### src/rtl/bp_me_stream_lock_scheduler_pkg.sv
// rtl/bp_me_stream_lock_scheduler_pkg.sv - shared types and width helper for the stream lock scheduler
package bp_me_stream_lock_scheduler_pkg;

  typedef enum logic {
    e_lock_idle,
    e_lock_locked
  } bp_me_stream_lock_state_e;

  function automatic int safe_clog2(input int x);
    return (x <= 1) ? 1 : $clog2(x);
  endfunction

endpackage

### src/rtl/bp_me_stream_lock_scheduler_if.sv
// rtl/bp_me_stream_lock_scheduler_if.sv - source/sink handshake bundle of the stream lock scheduler
interface bp_me_stream_lock_scheduler_if
  import bp_me_stream_lock_scheduler_pkg::*;
#(
  parameter int num_source_p = 3,
  parameter int num_sink_p   = 5,
  parameter int len_width_p  = 3
) ();

  localparam int lg_num_source_lp = safe_clog2(num_source_p);
  localparam int lg_num_sink_lp   = safe_clog2(num_sink_p);

  logic [num_source_p-1:0]                  src_v_i;
  logic [num_source_p*lg_num_sink_lp-1:0]   src_dst_i;
  logic [num_source_p*len_width_p-1:0]      src_len_i;
  logic [num_source_p-1:0]                  src_ready_and_o;
  logic [num_sink_p-1:0]                    sink_v_o;
  logic [num_sink_p-1:0]                    sink_ready_and_i;
  logic [num_sink_p*lg_num_source_lp-1:0]   sink_sel_o;
  logic [num_sink_p-1:0]                    sink_locked_o;
  logic [num_source_p-1:0]                  bad_dst_o;

  modport master (
    output src_v_i, src_dst_i, src_len_i, sink_ready_and_i,
    input  src_ready_and_o, sink_v_o, sink_sel_o, sink_locked_o, bad_dst_o
  );

  modport slave (
    input  src_v_i, src_dst_i, src_len_i, sink_ready_and_i,
    output src_ready_and_o, sink_v_o, sink_sel_o, sink_locked_o, bad_dst_o
  );

endinterface

### src/rtl/bp_me_stream_lock_scheduler_arb_sink.sv
// rtl/bp_me_stream_lock_scheduler_arb_sink.sv - per-sink round-robin arbiter that locks for a whole message
module bp_me_stream_lock_arb_sink
  import bp_me_stream_lock_scheduler_pkg::*;
#(
  parameter int num_source_p     = 3,
  parameter int len_width_p      = 3,
  parameter int lg_num_source_lp = 2
) (
  input  logic                                clk_i,
  input  logic                                reset_i,
  input  logic [num_source_p-1:0]             req_i,
  input  logic [num_source_p*len_width_p-1:0] len_i,
  input  logic                                ready_i,
  output logic [lg_num_source_lp-1:0]         sel_o,
  output logic                                v_o,
  output logic [num_source_p-1:0]             grant_o,
  output logic                                locked_o
);

  bp_me_stream_lock_state_e      state_q;
  logic [lg_num_source_lp-1:0]   owner_q;
  logic [lg_num_source_lp-1:0]   rr_ptr_q;
  logic [len_width_p-1:0]        cnt_q;

  logic [lg_num_source_lp-1:0]   winner;
  logic                          any_req;
  logic                          hs;
  logic [len_width_p-1:0]        win_len;
  int                            idx;

  // Scan starts one past the last winner so it gets lowest priority next time.
  always_comb begin
    winner  = '0;
    any_req = 1'b0;
    idx     = 0;
    for (int i = 1; i <= num_source_p; i++) begin
      idx = (int'(rr_ptr_q) + i) % num_source_p;
      if (!any_req && req_i[idx]) begin
        any_req = 1'b1;
        winner  = lg_num_source_lp'(idx);
      end
    end
  end

  always_comb begin
    sel_o = '0;
    v_o   = 1'b0;
    if (!reset_i) begin
      if (state_q == e_lock_locked) begin
        sel_o = owner_q;
        v_o   = req_i[owner_q];
      end else begin
        sel_o = winner;
        v_o   = any_req;
      end
    end
  end

  assign hs       = v_o & ready_i;
  assign win_len  = len_i[int'(winner)*len_width_p +: len_width_p];
  assign locked_o = !reset_i && (state_q == e_lock_locked);

  always_comb begin
    grant_o = '0;
    if (hs) grant_o[sel_o] = 1'b1;
  end

  always_ff @(posedge clk_i or posedge reset_i) begin
    if (reset_i) begin
      state_q  <= e_lock_idle;
      owner_q  <= '0;
      cnt_q    <= '0;
      rr_ptr_q <= lg_num_source_lp'(num_source_p - 1);
    end else begin
      case (state_q)
        e_lock_idle: begin
          if (hs) begin
            if (win_len == '0) begin
              rr_ptr_q <= winner;
            end else begin
              state_q <= e_lock_locked;
              owner_q <= winner;
              cnt_q   <= win_len - 1'b1;
            end
          end
        end
        e_lock_locked: begin
          if (hs) begin
            if (cnt_q != '0) begin
              cnt_q <= cnt_q - 1'b1;
            end else begin
              state_q  <= e_lock_idle;
              rr_ptr_q <= owner_q;
            end
          end
        end
        default: state_q <= e_lock_idle;
      endcase
    end
  end

endmodule

### src/rtl/bp_me_stream_lock_scheduler.sv
// rtl/bp_me_stream_lock_scheduler.sv - N-source to M-sink stream crossbar scheduler with per-sink message locks
module bp_me_stream_lock_scheduler
  import bp_me_stream_lock_scheduler_pkg::*;
#(
  parameter int num_source_p = 3,
  parameter int num_sink_p   = 5,
  parameter int len_width_p  = 3
) (
  input  logic                            clk_i,
  input  logic                            reset_i,
  bp_me_stream_lock_scheduler_if.slave    io
);

  localparam int lg_num_source_lp = safe_clog2(num_source_p);
  localparam int lg_num_sink_lp   = safe_clog2(num_sink_p);

  logic [num_sink_p-1:0][num_source_p-1:0]     req;
  logic [num_sink_p-1:0][num_source_p-1:0]     grant;
  logic [num_sink_p-1:0][lg_num_source_lp-1:0] sel;
  logic [num_sink_p-1:0]                       sink_v;
  logic [num_sink_p-1:0]                       locked;

  // Out-of-range destinations match no sink, so they are never granted.
  always_comb begin
    req           = '0;
    io.bad_dst_o  = '0;
    for (int s = 0; s < num_source_p; s++) begin
      for (int d = 0; d < num_sink_p; d++) begin
        req[d][s] = io.src_v_i[s]
                  && (io.src_dst_i[s*lg_num_sink_lp +: lg_num_sink_lp] == lg_num_sink_lp'(d));
      end
      io.bad_dst_o[s] = io.src_v_i[s]
                      && (32'(io.src_dst_i[s*lg_num_sink_lp +: lg_num_sink_lp]) >= 32'(num_sink_p));
    end
  end

  for (genvar d = 0; d < num_sink_p; d++) begin : g_sink
    bp_me_stream_lock_arb_sink #(
      .num_source_p     (num_source_p),
      .len_width_p      (len_width_p),
      .lg_num_source_lp (lg_num_source_lp)
    ) u_arb (
      .clk_i    (clk_i),
      .reset_i  (reset_i),
      .req_i    (req[d]),
      .len_i    (io.src_len_i),
      .ready_i  (io.sink_ready_and_i[d]),
      .sel_o    (sel[d]),
      .v_o      (sink_v[d]),
      .grant_o  (grant[d]),
      .locked_o (locked[d])
    );
  end

  always_comb begin
    io.src_ready_and_o = '0;
    for (int d = 0; d < num_sink_p; d++) begin
      io.src_ready_and_o = io.src_ready_and_o | grant[d];
    end
  end

  assign io.sink_sel_o    = sel;
  assign io.sink_v_o      = sink_v;
  assign io.sink_locked_o = locked;

endmodule
### src/flat_wrapper.sv
// flat-port wrapper written by rule: the top's interface ports become plain ports
module bp_me_stream_lock_scheduler_flat import bp_me_stream_lock_scheduler_pkg::*;
#(
  parameter int num_source_p = 3,
  parameter int num_sink_p   = 5,
  parameter int len_width_p  = 3
)
  (clk_i, reset_i, io_src_v_i, io_src_dst_i, io_src_len_i, io_sink_ready_and_i, io_src_ready_and_o, io_sink_v_o, io_sink_sel_o, io_sink_locked_o, io_bad_dst_o);
  bp_me_stream_lock_scheduler_if #(.num_source_p(num_source_p), .num_sink_p(num_sink_p), .len_width_p(len_width_p)) io_i ();
  input  logic clk_i;
  input  logic reset_i;
  input wire logic [$bits(io_i.src_v_i)-1:0] io_src_v_i;
  input wire logic [$bits(io_i.src_dst_i)-1:0] io_src_dst_i;
  input wire logic [$bits(io_i.src_len_i)-1:0] io_src_len_i;
  input wire logic [$bits(io_i.sink_ready_and_i)-1:0] io_sink_ready_and_i;
  output wire logic [$bits(io_i.src_ready_and_o)-1:0] io_src_ready_and_o;
  output wire logic [$bits(io_i.sink_v_o)-1:0] io_sink_v_o;
  output wire logic [$bits(io_i.sink_sel_o)-1:0] io_sink_sel_o;
  output wire logic [$bits(io_i.sink_locked_o)-1:0] io_sink_locked_o;
  output wire logic [$bits(io_i.bad_dst_o)-1:0] io_bad_dst_o;
  assign io_i.src_v_i = io_src_v_i;
  assign io_i.src_dst_i = io_src_dst_i;
  assign io_i.src_len_i = io_src_len_i;
  assign io_i.sink_ready_and_i = io_sink_ready_and_i;
  assign io_src_ready_and_o = io_i.src_ready_and_o;
  assign io_sink_v_o = io_i.sink_v_o;
  assign io_sink_sel_o = io_i.sink_sel_o;
  assign io_sink_locked_o = io_i.sink_locked_o;
  assign io_bad_dst_o = io_i.bad_dst_o;
  bp_me_stream_lock_scheduler #(.num_source_p(num_source_p), .num_sink_p(num_sink_p), .len_width_p(len_width_p)) u_core (.clk_i(clk_i), .reset_i(reset_i), .io(io_i));
endmodule
### config.mk
export PLATFORM = sky130hd
export DESIGN_NAME = bp_me_stream_lock_scheduler_flat
export DESIGN_NICKNAME = d
export VERILOG_FILES = /design/src/rtl/bp_me_stream_lock_scheduler_pkg.sv /design/src/rtl/bp_me_stream_lock_scheduler_if.sv /design/src/rtl/bp_me_stream_lock_scheduler_arb_sink.sv /design/src/rtl/bp_me_stream_lock_scheduler.sv /design/src/flat_wrapper.sv
export SDC_FILE = /design/constraint.sdc
export NUM_CORES = 1
export LEC_CHECK = 0
export CAP_MARGIN = 20
export CORE_MARGIN = 5
export CORE_UTILIZATION = 46
export CTS_BUF_LIST = sky130_fd_sc_hd__clkbuf_16
export DETAILED_ROUTE_END_ITERATION = 6
export MAX_ROUTING_LAYER = met4
export PLACE_DENSITY = 0.68
export SKIP_CTS_REPAIR_TIMING = 1
export SLEW_MARGIN = 20
export SYNTH_ARGS = -nofsm -noshare
export SYNTH_HDL_FRONTEND = slang
export SYNTH_SLANG_ARGS = --single-unit
### constraint.sdc
create_clock -name clk_i -period 10.6 [get_ports clk_i]
set_clock_uncertainty 0.15 [all_clocks]
set_input_delay 2.12 -clock clk_i [delete_from_list [all_inputs] [get_ports clk_i]]
set_output_delay 2.12 -clock clk_i [all_outputs]
set_load 0.01 [all_outputs]
# Word level (Yosys, flattened, before mapping)

Index checks and enable logic that the tools add are counted.

Reductions and logical operators: 77
$mul: 5
Shift-type cells: 5
Div/mod/pow operators: 15
Bitwise logic cells: 19
Magnitude comparators: 33
Mux-type cells: 195
Add/subtract/negate cells: 25
Equality and inequality tests: 42

Operators with widths:

| operator              | count |
|---|---|
| $lt 32x4->1 const B   | 15 |
| $mod 32x3->32 const B | 15 |
| $mux 2                | 45 |
| $mux 1                | 85 |
| $mux 3                | 25 |
| $shiftx 9x5->3        | 5 |
| $bmux 1 s2            | 20 |
| $ne 2x2->1 const B    | 20 |
| $reduce_and 4->1      | 10 |
| $logic_and 1x1->1     | 38 |
| $add 2x2->3 const B   | 10 |
| $lt 2x3->1 const B    | 10 |
| $pmux 3 s2            | 5 |
| $sub 3x1->3 const B   | 10 |
| $logic_not 3->1       | 8 |
| $mul 2x2->4 const B   | 5 |
| $ne 2x1->1 const B    | 10 |
| $pmux 2 s2            | 5 |
| $eq 3x2->1 const B    | 6 |
| $add 2x1->3 const B   | 5 |
| $reduce_and 3->1      | 5 |
| $reduce_bool 3->1     | 5 |
| $or 3x3->3            | 4 |
| $logic_not 1->1       | 11 |
| other kinds (8)       | 39 |

Register bits: 40
Word-level logic and storage cells: 436
Input port bits: 28

# Longest topological paths before layout

Gate-level depths: netlist of the first run.

Depth after elaboration: 23
Depth in mapped cells: 16

# By module

From an unflattened synthesis of the first run, not the netlist that was laid out.

Cells, all modules: 583
Area total of the unflattened synthesis: 5096.1 um^2

Modules (own cells, without submodules):

| module                                                   | cells an instance | area an instance (um^2) | times used |
|---|---|---|---|
| bp_me_stream_lock_arb_sink at u_core.g_sink[0].u_arb ... | 108               | 952.2                   | 4 |
| bp_me_stream_lock_arb_sink at u_core.g_sink[4].u_arb     | 117               | 1046.0                  | 1 |
| bp_me_stream_lock_scheduler                              | 34                | 241.5                   | 1 |

# Worst setup path after synthesis of the first run

No wires, ideal clock.

Kind: in2out
From: input port io_src_dst_i[7]
To: output port io_src_ready_and_o[0]
Arrival time: 4.258 ns
Slack: 4.072 ns
Cell stages on the path: 8
Cells stage by stage: nor4b_2 or3b_2 o21a_1 nor2_1 a21oi_1 nor2_1 nor3b_1 or4_1

Cells in the longest elaborated chain, start to end: 23
Elaborated cells between the ends (all ways): 174
Classes of those cells: order compare: 10; eq/ne: 4; mux: 120; bitwise: 9; reduce/logical: 31

Ends and longest elaborated chain:

| item                                                           | RTL line                                   | RTL |
|---|---|---|
| start, declared                                                | flat_wrapper.sv:13                         | `input wire logic [$bits(io_i.src_dst_i)-1:0] io_src_dst_i;` |
| $logic_not 3->1 (*)                                            | bp_me_stream_lock_scheduler.sv:30          | `&& (io.src_dst_i[s*lg_num_sink_lp +: lg_num_sink_lp] == lg_num_sink_lp'(d));` |
| $logic_and 1x1->1 (*)                                          | bp_me_stream_lock_scheduler.sv:30          |  |
| $bmux 1 s2                                                     | bp_me_stream_lock_scheduler_arb_sink.sv:38 | `if (!any_req && req_i[idx]) begin` |
| $mux 1 (not written as such) (2 in series)                     | bp_me_stream_lock_scheduler_arb_sink.sv:38 |  |
| $mux 1                                                         | bp_me_stream_lock_scheduler_arb_sink.sv:38 |  |
| $logic_not 1->1                                                | bp_me_stream_lock_scheduler_arb_sink.sv:38 |  |
| $logic_and 1x1->1                                              | bp_me_stream_lock_scheduler_arb_sink.sv:38 |  |
| $mux 1                                                         | bp_me_stream_lock_scheduler_arb_sink.sv:38 |  |
| (+4 left out)                                                  | n/a                                        |  |
| $mux 2 (*)                                                     | bp_me_stream_lock_scheduler_arb_sink.sv:48 | `if (!reset_i) begin` |
| named net io_sink_sel_o[1]                                     | flat_wrapper.sv:18                         | `output wire logic [$bits(io_i.sink_sel_o)-1:0] io_sink_sel_o;` |
| $lt 2x3->1 (not written as such) or $ge 2x1->1 (tied branches) | bp_me_stream_lock_scheduler_arb_sink.sv:65 | `if (hs) grant_o[sel_o] = 1'b1;` |
| $logic_and 1x1->1 (not written as such)                        | bp_me_stream_lock_scheduler_arb_sink.sv:65 |  |
| $mux 1 (not written as such)                                   | bp_me_stream_lock_scheduler_arb_sink.sv:65 |  |
| $demux 1 s2 (*)                                                | bp_me_stream_lock_scheduler_arb_sink.sv:65 |  |
| $mux 3 (*)                                                     | bp_me_stream_lock_scheduler_arb_sink.sv:65 |  |
| $or 3x3->3 (*) (4 in series)                                   | bp_me_stream_lock_scheduler.sv:58          | `io.src_ready_and_o = io.src_ready_and_o \| grant[d];` |
| end, declared                                                  | flat_wrapper.sv:16                         | `output wire logic [$bits(io_i.src_ready_and_o)-1:0] io_src_ready_and_o;` |

The timed path passes the listed nets; every way through them passes the cells marked *. The select of a mux whose other input is x is not followed.

# Final worst setup path of the first run

From: input port io_src_dst_i[3]
To: output port io_src_ready_and_o[0]

Cells in the longest elaborated chain, start to end: 23
Elaborated cells between the ends (all ways): 174
Classes of those cells: order compare: 10; eq/ne: 4; mux: 120; bitwise: 9; reduce/logical: 31

Ends and longest elaborated chain:

| item                                                           | RTL line |
|---|---|
| $eq 3x1->1 or $logic_not 3->1 (tied branches)                  | bp_me_stream_lock_scheduler.sv:30 |
| $logic_and 1x1->1                                              | bp_me_stream_lock_scheduler.sv:30 |
| $bmux 1 s2                                                     | bp_me_stream_lock_scheduler_arb_sink.sv:38 |
| $mux 1 (not written as such) (2 in series)                     | bp_me_stream_lock_scheduler_arb_sink.sv:38 |
| $mux 1                                                         | bp_me_stream_lock_scheduler_arb_sink.sv:38 |
| $logic_not 1->1                                                | bp_me_stream_lock_scheduler_arb_sink.sv:38 |
| $logic_and 1x1->1                                              | bp_me_stream_lock_scheduler_arb_sink.sv:38 |
| $mux 1                                                         | bp_me_stream_lock_scheduler_arb_sink.sv:38 |
| (+4 left out)                                                  | n/a |
| $mux 2                                                         | bp_me_stream_lock_scheduler_arb_sink.sv:48 |
| $lt 2x3->1 (not written as such) or $ge 2x1->1 (tied branches) | bp_me_stream_lock_scheduler_arb_sink.sv:65 |
| $logic_and 1x1->1 (not written as such)                        | bp_me_stream_lock_scheduler_arb_sink.sv:65 |
| $mux 1 (not written as such)                                   | bp_me_stream_lock_scheduler_arb_sink.sv:65 |
| $demux 1 s2                                                    | bp_me_stream_lock_scheduler_arb_sink.sv:65 |
| $mux 3                                                         | bp_me_stream_lock_scheduler_arb_sink.sv:65 |
| $or 3x3->3 (3 in series)                                       | bp_me_stream_lock_scheduler.sv:58 |
| $or 3x3->3 (*)                                                 | bp_me_stream_lock_scheduler.sv:58 |

Mark *: on every way between the ends. The rest lies on a longest branch, timed or not. The select of a mux whose other input is x is not followed.

==> metrics.txt, run 1 <==
WP data required=8.33 ns; nets=618; Power, Total=999 µW; setup_tns=0 ns; GRT overflow=0; HPWL after DPL=9930 µm; Async S/R FF share, synth=100%; Clock Tree Buf Depth=2; residual DRC count=0; number of buffers and inverters on the critical path=2; CTS Root Cell=clkbuf_16; Pins Over Slew Limit=0; Synth top area share=19.8%; max incr delay on CP=0.62 ns; first-pass GRT wire length=20800 µm; RSZ-0062 raised after global routing=false; register area share after synthesis=22.8%; floorplan die height=108 µm; DR vias/cell=6.35; FP Rows=35; final period utilization=74.6%; initial antenna violation count=0; commonest non-fill, non-tap cell in the layout=clkdlybuf4s50_1; final-report hold violation count=0; vias in the first global route=4116; clock-pin slew on the worst setup and hold paths=0.07 ns; count of different cell masters after synthesis=82; ys flop type=dfrtp_1; routed wire length=12700 µm; most frequent cells in the layout=clkdlybuf4s50_1 (53), nor2_1 (52), inv_1 (39); R2R setup slack=7.15 ns; n_diodes=0; htree depth=2; count of clock tree sinks=40; Slew HR=45.1%; WP data arrival=5.64 ns; Vias=4439; Core Area=0.00928 mm²; CP cell instances=clkdlybuf4s50_1, nand4bb_1, o22ai_1, o31a_1, o21ai_1, mux2i_1, nor2_1, nor3_1, or4_1, clkdlybuf4s50_1; EDFF count, synth=0; fraction of layout cells with a size suffix above 1=8.77%; I/O Buffers=53; CP max FO=8; Worst path most repeated cell=clkdlybuf4s50_1; LEAKAGE=0.00215 µW; routability cong.=0.937; yosys warns=0; post-synthesis register bit count=40; post-synthesis cell count=534; Top Ports=54; syn nets=583; Synth-to-Final Area Change=15.9%; largest area contributor in the netlist=dfrtp_1; Num CTS Buffers=5; ranking of synthesized cells by area=dfrtp_1 (20%), mux2i_1 (7.7%), ha_1 (5.9%), nor2_1 (4.4%), a21oi_1 (3.4%); Avg Cell Area, Syn=8.27 µm²; largest net degree at the start of global routing=41; Overall Global Routing Usage=23.0%; Period minus WS final=7.91 ns; Critical Path Start Type=input pin; Worst VDD drop=0.000111 V; crit end category=primary output; Core Util, Final=55.2%; Initial DRC Count=250; P per Cell Area=195 mW/mm²; effective utilization at floorplan=47.6%; CTS tree=yes; final setup violation count=0; actual transition at the worst max-transition pin=0.821 ns; drt first pass iters=6; antenna-violating nets left=0; synthesized cell area=0.00442 mm²; Chip Width=108 µm; outcome=finished clean; Die ar.=0.0117 mm²; insertion delay to the later sink of the worst-skew pair=0.29 ns; CP Class=input pin to primary output; Slowest-stage cell, CP=clkdlybuf4s50_1; HP Class=register to register; FMAX=126 MHz; CP top delay family=simple AND/OR/NAND/NOR gates; WL/cell=18.2 µm; max cap viols=0
## where the power goes
part           total, µW  internal (µW)  switching (µW)
Combinational        564            248             316
Sequential           288            214            73.7
Clock                147           85.2            61.8
Total                999            548             452
## layer usage
layer  vias to the layer above  track usage, %  wire length (µm)
met3                        26            3.04               827
met2                       185            36.2              5820
li1                       2121               -                 -
met5                         -               -                 0
met4                         0            6.76               353
met1                      2107            30.8              5750
## logic make-up (layout without fill, tap and decap cells)
kind of cell / after synthesis / count (layout) / synth area share, %
DFF: 40 / 40 / 22.8
AOI/OAI and AO/OA: 174 / 174 / 28.4
buffers and inverters: 66 / 102 / 6.49
adders and majority gates: 24 / 24 / 6.66
and+or+nand+nor: 183 / 183 / 24.5
muxes: 47 / 47 / 11.1
## final cells by class
class                           count  area [µm²]
Clock buffer                        5         125
Clock inverter                      3        12.5
Fill cell                         880        4160
Inverter                           39         146
Multi-Input combinational cell    428        3120
Sequential cell                    40        1010
Tap cell                          129         161
Timing Repair Buffer               55         546
## per-stage QoR
step	std cells	hold slack (ns)	area, µm²	setup WS, ns
2_1_floorplan	534	0.321	4420	4.07
3_3_place_gp	691	0.339	4980	2.78
3_5_place_dp	691	0.347	4980	2.74
4_1_cts	699	0.354	5120	2.74
5_1_grt	699	0.384	5120	2.45
6_report	699	0.354	5120	2.69
## synth_stat cells (5+ instances only)
library cell	count
nor2_1	52
inv_1	37
dfrtp_1	35
mux2i_1	34
a21oi_1	30
o21ai_0	30
nand2_1	25
ha_1	21
nor3_1	21
clkbuf_1	15
a211oi_1	14
mux2_2	12
buf_4	10
nor2b_1	10
nand4bb_1	8
nor4_1	8
a21o_1	7
nand3_1	7
o211ai_1	7
a211o_1	6
a221oi_1	6
o22ai_1	6
and2_1	5
and3_1	5
dfstp_2	5
o211a_1	5
o221ai_1	5
o31ai_1	5
## sequential cells by signal (all words and copies together) (netlist names)
signal and flops:
u_core.g_sink.u_arb.rr_ptr_q 10, u_core.g_sink.u_arb.state_q 5, u_core.g_sink.u_arb.owner_q 10, u_core.g_sink.u_arb.cnt_q 15
## final timing paths
path | startpoint | depth (start not counted) | endpoint
max | io_src_dst_i[3] | 10 | io_src_ready_and_o[0]
min | u_core.g_sink[0].u_arb.rr_ptr_q[1]$_DFFE_PP1P_ | 2 | u_core.g_sink[0].u_arb.rr_ptr_q[1]$_DFFE_PP1P_
max reg2reg | u_core.g_sink[2].u_arb.rr_ptr_q[0]$_DFFE_PP0P_ | 15 | u_core.g_sink[2].u_arb.cnt_q[2]$_DFFE_PP0P_
min reg2reg | u_core.g_sink[0].u_arb.rr_ptr_q[1]$_DFFE_PP1P_ | 2 | u_core.g_sink[0].u_arb.rr_ptr_q[1]$_DFFE_PP1P_
max in group asynchronous | reset_i | 4 | u_core.g_sink[3].u_arb.rr_ptr_q[1]$_DFFE_PP1P_
min in group asynchronous | reset_i | 4 | u_core.g_sink[1].u_arb.owner_q[1]$_DFFE_PP0P_
## worst reg2reg max path: stages (launching register included)
cell	delay (ns)
dfrtp_1	0.37
inv_1	0.08
ha_1	0.43
nor2b_1	0.17
a22oi_1	0.12
and4_1	0.25
a22o_1	0.26
a211oi_1	0.44
nor3_1	0.12
a21oi_1	0.14
ha_1	0.19
inv_1	0.06
nor2_1	0.10
o21a_1	0.13
a311oi_1	0.05
a211o_1	0.29
(Power assumes the default switching activity.)
==> run 2, diff against run 1 <==
Settings changed: PLACE_DENSITY 0.68 to 0.71.
Clock period 10.6 ns to 7 ns, I/O delays scaled along.
==> metrics.txt, run 2 (synthesis gave the netlist of run 1 again) <==
outcome=finished clean; CTS tree=yes; Chip Width=108 µm; switching share of total power=44.4%; largest net degree at the start of global routing=41; Critical Path Start Type=input pin; final-report hold violation count=0; clock-pin slew on the worst setup and hold paths=0.06 ns; nets=619; fraction of layout cells with a size suffix above 1=9.11%; Clock Tree Buf Depth=2; final setup violation count=0; WP data required=5.45 ns; Power, Total=1560 µW; GRT overflow=0; Overall Global Routing Usage=23.5%; final period utilization=91.8%; Period minus WS final=6.43 ns; Worst path most repeated cell=clkdlybuf4s50_1; Largest register FFs=15; Largest Register=u_core.g_sink.u_arb.cnt_q; drt first pass iters=5; DR vias/cell=6.31; first-pass GRT wire length=21200 µm; routed wire length=13100 µm; htree depth=2; max cap viols=0; Die ar.=0.0117 mm²; most frequent cells in the layout=clkdlybuf4s50_1 (53), nor2_1 (52), inv_1 (38); Pins Over Slew Limit=0; number of buffers and inverters on the critical path=2; actual transition at the worst max-transition pin=0.596 ns; I/O Buffers=53; setup_tns=0 ns; Vias=4415; CTS Root Cell=clkbuf_16; crit end category=primary output; commonest non-fill, non-tap cell in the layout=clkdlybuf4s50_1; CP max FO=8; RSZ-0062 raised after global routing=false; initial antenna violation count=0; HP Class=register to register; max incr delay on CP=0.61 ns; number of fill cells=881; FP Rows=35; vias in the first global route=4206; WP data arrival=4.88 ns; routability cong.=0.951; Top Ports=54; Comb power frac=55.2%; LEAKAGE=0.00217 µW; Num CTS Buffers=5; clock share of power=16.9%; Internal=867 µW; Core Area=0.00928 mm²; count of clock tree sinks=40; Core Util, Final=55.5%; Synth-to-Final Area Change=16.7%; Slew HR=59.7%; insertion delay to the later sink of the worst-skew pair=0.28 ns; Worst VDD drop=0.000194 V; Slowest-stage cell, CP=clkdlybuf4s50_1; effective utilization at floorplan=47.6%; n_diodes=0; HPWL after DPL=10100 µm; residual DRC count=0; Top Registers=u_core.g_sink.u_arb.cnt_q (15), u_core.g_sink.u_arb.owner_q (10), u_core.g_sink.u_arb.rr_ptr_q (10); CP top delay family=simple AND/OR/NAND/NOR gates; floorplan die height=108 µm; WL/cell=18.7 µm; sequential power share=27.9%; FMAX=156 MHz; switching power=692 µW; CP cell instances=clkdlybuf4s50_1, nand4bb_1, o22ai_1, o31a_1, o21ai_1, mux2i_1, nor2_1, nor4_1, or4_1, clkdlybuf4s50_1; P per Cell Area=302 mW/mm²; Initial DRC Count=253; CP Class=input pin to primary output; hold slack=0.353 ns; antenna-violating nets left=0
[run 2: layer usage]
metal  global-route usage (%)  share of wire (%)  vias up
li1                         -                  -     2137
met5                        -                  0        -
met3                     2.81                7.2       34
met1                     30.8                 45     2052
met2                     37.7                 45      192
met4                     8.12                2.7        0
[run 2: tightest hold or removal path, delay by kind of cell, from the launching register on]
family / cells / cell delay [ns]
buffers and inverters: 1 / 0.06
flip-flops: 1 / 0.37
multiplexers: 1 / 0.06
[run 2: through the flow]
stage / area (µm²) / setup WS, ns / cells
after CTS: 5150 / 0.633 / 700
final: 5150 / 0.571 / 700
after global placement: 4990 / 0.671 / 692
after global routing: 5150 / 0.364 / 700
after detailed placement: 4990 / 0.620 / 692
after floorplan: 4420 / 1.91 / 534
[run 2: layout make-up]
| class | instances | area (µm²) | area share (%) |
|---|---|---|---|
| multi-input combinational | 428 | 3120 | 60.6 |
| sequential | 40 | 1010 | 19.5 |
| timing repair buffer | 56 | 553 | 10.7 |
| tap | 129 | 161 | 3.13 |
| inverter | 39 | 146 | 2.84 |
| clock buffer | 5 | 125 | 2.43 |
| clock inverter | 3 | 38.8 | 0.752 |
[run 2: final timing paths]
kind                                                           startpoint                                        endpoint  cells after the start  slack (ns)
hold reg to reg            u_core.g_sink[0].u_arb.rr_ptr_q[1]$_DFFE_PP1P_  u_core.g_sink[0].u_arb.rr_ptr_q[1]$_DFFE_PP1P_                      2        0.35
hold / removal             u_core.g_sink[0].u_arb.rr_ptr_q[1]$_DFFE_PP1P_  u_core.g_sink[0].u_arb.rr_ptr_q[1]$_DFFE_PP1P_                      2        0.35
max in group asynchronous                                         reset_i  u_core.g_sink[3].u_arb.rr_ptr_q[1]$_DFFE_PP1P_                      4        4.16
setup / recovery                                          io_src_dst_i[3]                           io_src_ready_and_o[2]                     10        0.57
min in group asynchronous                                         reset_i  u_core.g_sink[1].u_arb.rr_ptr_q[0]$_DFFE_PP0P_                      4        2.15
setup reg to reg           u_core.g_sink[2].u_arb.rr_ptr_q[0]$_DFFE_PP0P_     u_core.g_sink[2].u_arb.cnt_q[2]$_DFFE_PP0P_                     14        3.52
[run 2: power groups by stage]
stage	Sequential, µW	Clock [µW]	Combinational, µW
2_1_floorplan	382	0	684
3_3_place_gp	431	0	821
3_5_place_dp	437	0	851
4_1_cts	433	271	853
5_1_grt	455	280	960
6_report	435	264	860
==> run 3, diff against run 2 <==
Settings changed: CORE_MARGIN 5 to 2.
==> metrics.txt, run 3 (synthesis gave the netlist of run 1 again) <==
actual transition at the worst max-transition pin=0.801 ns; Initial DRC Count=184; initial antenna violation count=0; drt first pass iters=7; fraction of layout cells with a size suffix above 1=9.11%; met3 Use GR=4.58%; grt met1 use=32.9%; Overall Global Routing Usage=26.4%; final-report hold violation count=0; r2r worst-path depth=10; Die ar.=0.0104 mm²; count of clock tree sinks=40; Largest register FFs=15; clock-pin slew on the worst setup and hold paths=0.06 ns; largest net degree at the start of global routing=41; CP Class=input pin to primary output; setup_tns=0 ns; worst hold endpoint=u_core.g_sink[0].u_arb.rr_ptr_q[1]$_DFFE_PP1P_; HPWL after DPL=9930 µm; Hold Path Cell Cnt=2; Pins Over Slew Limit=0; final setup violation count=0; Worst VDD drop=0.000157 V; GRT overflow=0; crit end category=primary output; insertion delay to the later sink of the worst-skew pair=0.29 ns; RSZ-0062 raised after global routing=false; CTS tree=yes; commonest non-fill, non-tap cell in the layout=clkdlybuf4s50_1; CP max FO=8; outcome=finished clean; origin of the critical flop-to-flop path=u_core.g_sink[2].u_arb.rr_ptr_q[0]$_DFFE_PP0P_; FP Rows=35; residual DRC count=0; Top Ports=54; Top Registers=u_core.g_sink.u_arb.cnt_q (15), u_core.g_sink.u_arb.owner_q (10), u_core.g_sink.u_arb.rr_ptr_q (10); Critical Path Start Type=input pin; Chip Width=102 µm; htree depth=2; Period minus WS final=6.49 ns; number of fill cells=888; final period utilization=92.7%; Power, Total=1520 µW; max cap viols=0; max incr delay on CP=0.60 ns; FMAX=154 MHz; Slew HR=45.8%; DR vias/cell=6.27; Vias=4390; Synth-to-Final Area Change=16.1%; R2R setup slack=3.53 ns; Clock Tree Buf Depth=2; hold slack=0.369 ns; Num CTS Buffers=5; I/O Buffers=53; first-pass GRT wire length=21000 µm; routability cong.=0.967; Slowest-stage cell, CP=clkdlybuf4s50_1; antenna-violating nets left=0; Worst path most repeated cell=clkdlybuf4s50_1; floorplan die height=102 µm; Largest Register=u_core.g_sink.u_arb.cnt_q; WP data required=5.45 ns; n_diodes=0; WP data arrival=4.94 ns; WL/cell=18.4 µm; nets=619; LEAKAGE=0.00215 µW; CP cell instances=clkdlybuf4s50_1, nand4bb_1, o22ai_1, o31a_1, o21ai_1, mux2i_1, nor2_1, nor4_1, or4_1, clkdlybuf4s50_1; r2r endpoint=u_core.g_sink[2].u_arb.cnt_q[1]$_DFFE_PP0P_; HP Class=register to register; GR peak layer=met2; hold path start=u_core.g_sink[0].u_arb.rr_ptr_q[1]$_DFFE_PP1P_; vias in the first global route=4292; effective utilization at floorplan=47.6%; Global Route met2 Usage=42.5%; Core Area=0.00928 mm²; P per Cell Area=296 mW/mm²; routed wire length=12900 µm; CTS Root Cell=clkbuf_16; most frequent cells in the layout=clkdlybuf4s50_1 (53), nor2_1 (52), inv_1 (37)
-- run 3: power breakdown --
part / leakage [µW] / switching [µW] / internal (µW)
registers: 0.000461 / 111 / 324
clock network: 0.0000710 / 99.8 / 130
logic: 0.00162 / 478 / 376
-- run 3: critical path, delay by kind of cell --
family,cells,cell delay [ns]
simple gates,4,1.28
buf+inv,2,1.10
compound gates,3,0.91
mux,1,0.23
-- run 3: cell type report --
class | count | area (µm²) | share of cell area (%)
clock buffers | 5 | 125 | 2.44
clock inverters | 3 | 13.8 | 0.268
inverters | 39 | 146 | 2.85
multi-input cells | 428 | 3120 | 60.9
flip-flops and latches | 40 | 1010 | 19.6
well taps | 129 | 161 | 3.15
repair buffers | 56 | 553 | 10.8
-- run 3: routing by layer --
layer	share of wire, %	vias up
li1	-	2118
met1	45	2068
met2	46	169
met3	6.3	35
met4	3.1	0
met5	0	-
-- run 3: worst max path at each step --
stage                     slack (ns)                     to            start
after floorplan                 1.91  io_src_ready_and_o[0]  io_src_dst_i[7]
after global placement          0.64  io_src_ready_and_o[2]  io_src_dst_i[5]
after detailed placement        0.59  io_src_ready_and_o[0]  io_src_dst_i[3]
after CTS                       0.57  io_src_ready_and_o[0]  io_src_dst_i[3]
after global routing            0.28  io_src_ready_and_o[0]  io_src_dst_i[4]
final                           0.51  io_src_ready_and_o[2]  io_src_dst_i[3]
-- run 3: through the flow --
step | cells | utilization (%) | area [µm²] | worst slack, ns
finish | 700 | 55.3 | 5130 | 0.514
global route | 700 | 55.3 | 5130 | 0.281
CTS | 700 | 55.3 | 5130 | 0.566
detailed placement | 692 | 53.8 | 4990 | 0.587
global placement | 692 | 53.8 | 4990 | 0.639
floorplan | 534 | - | 4420 | 1.91
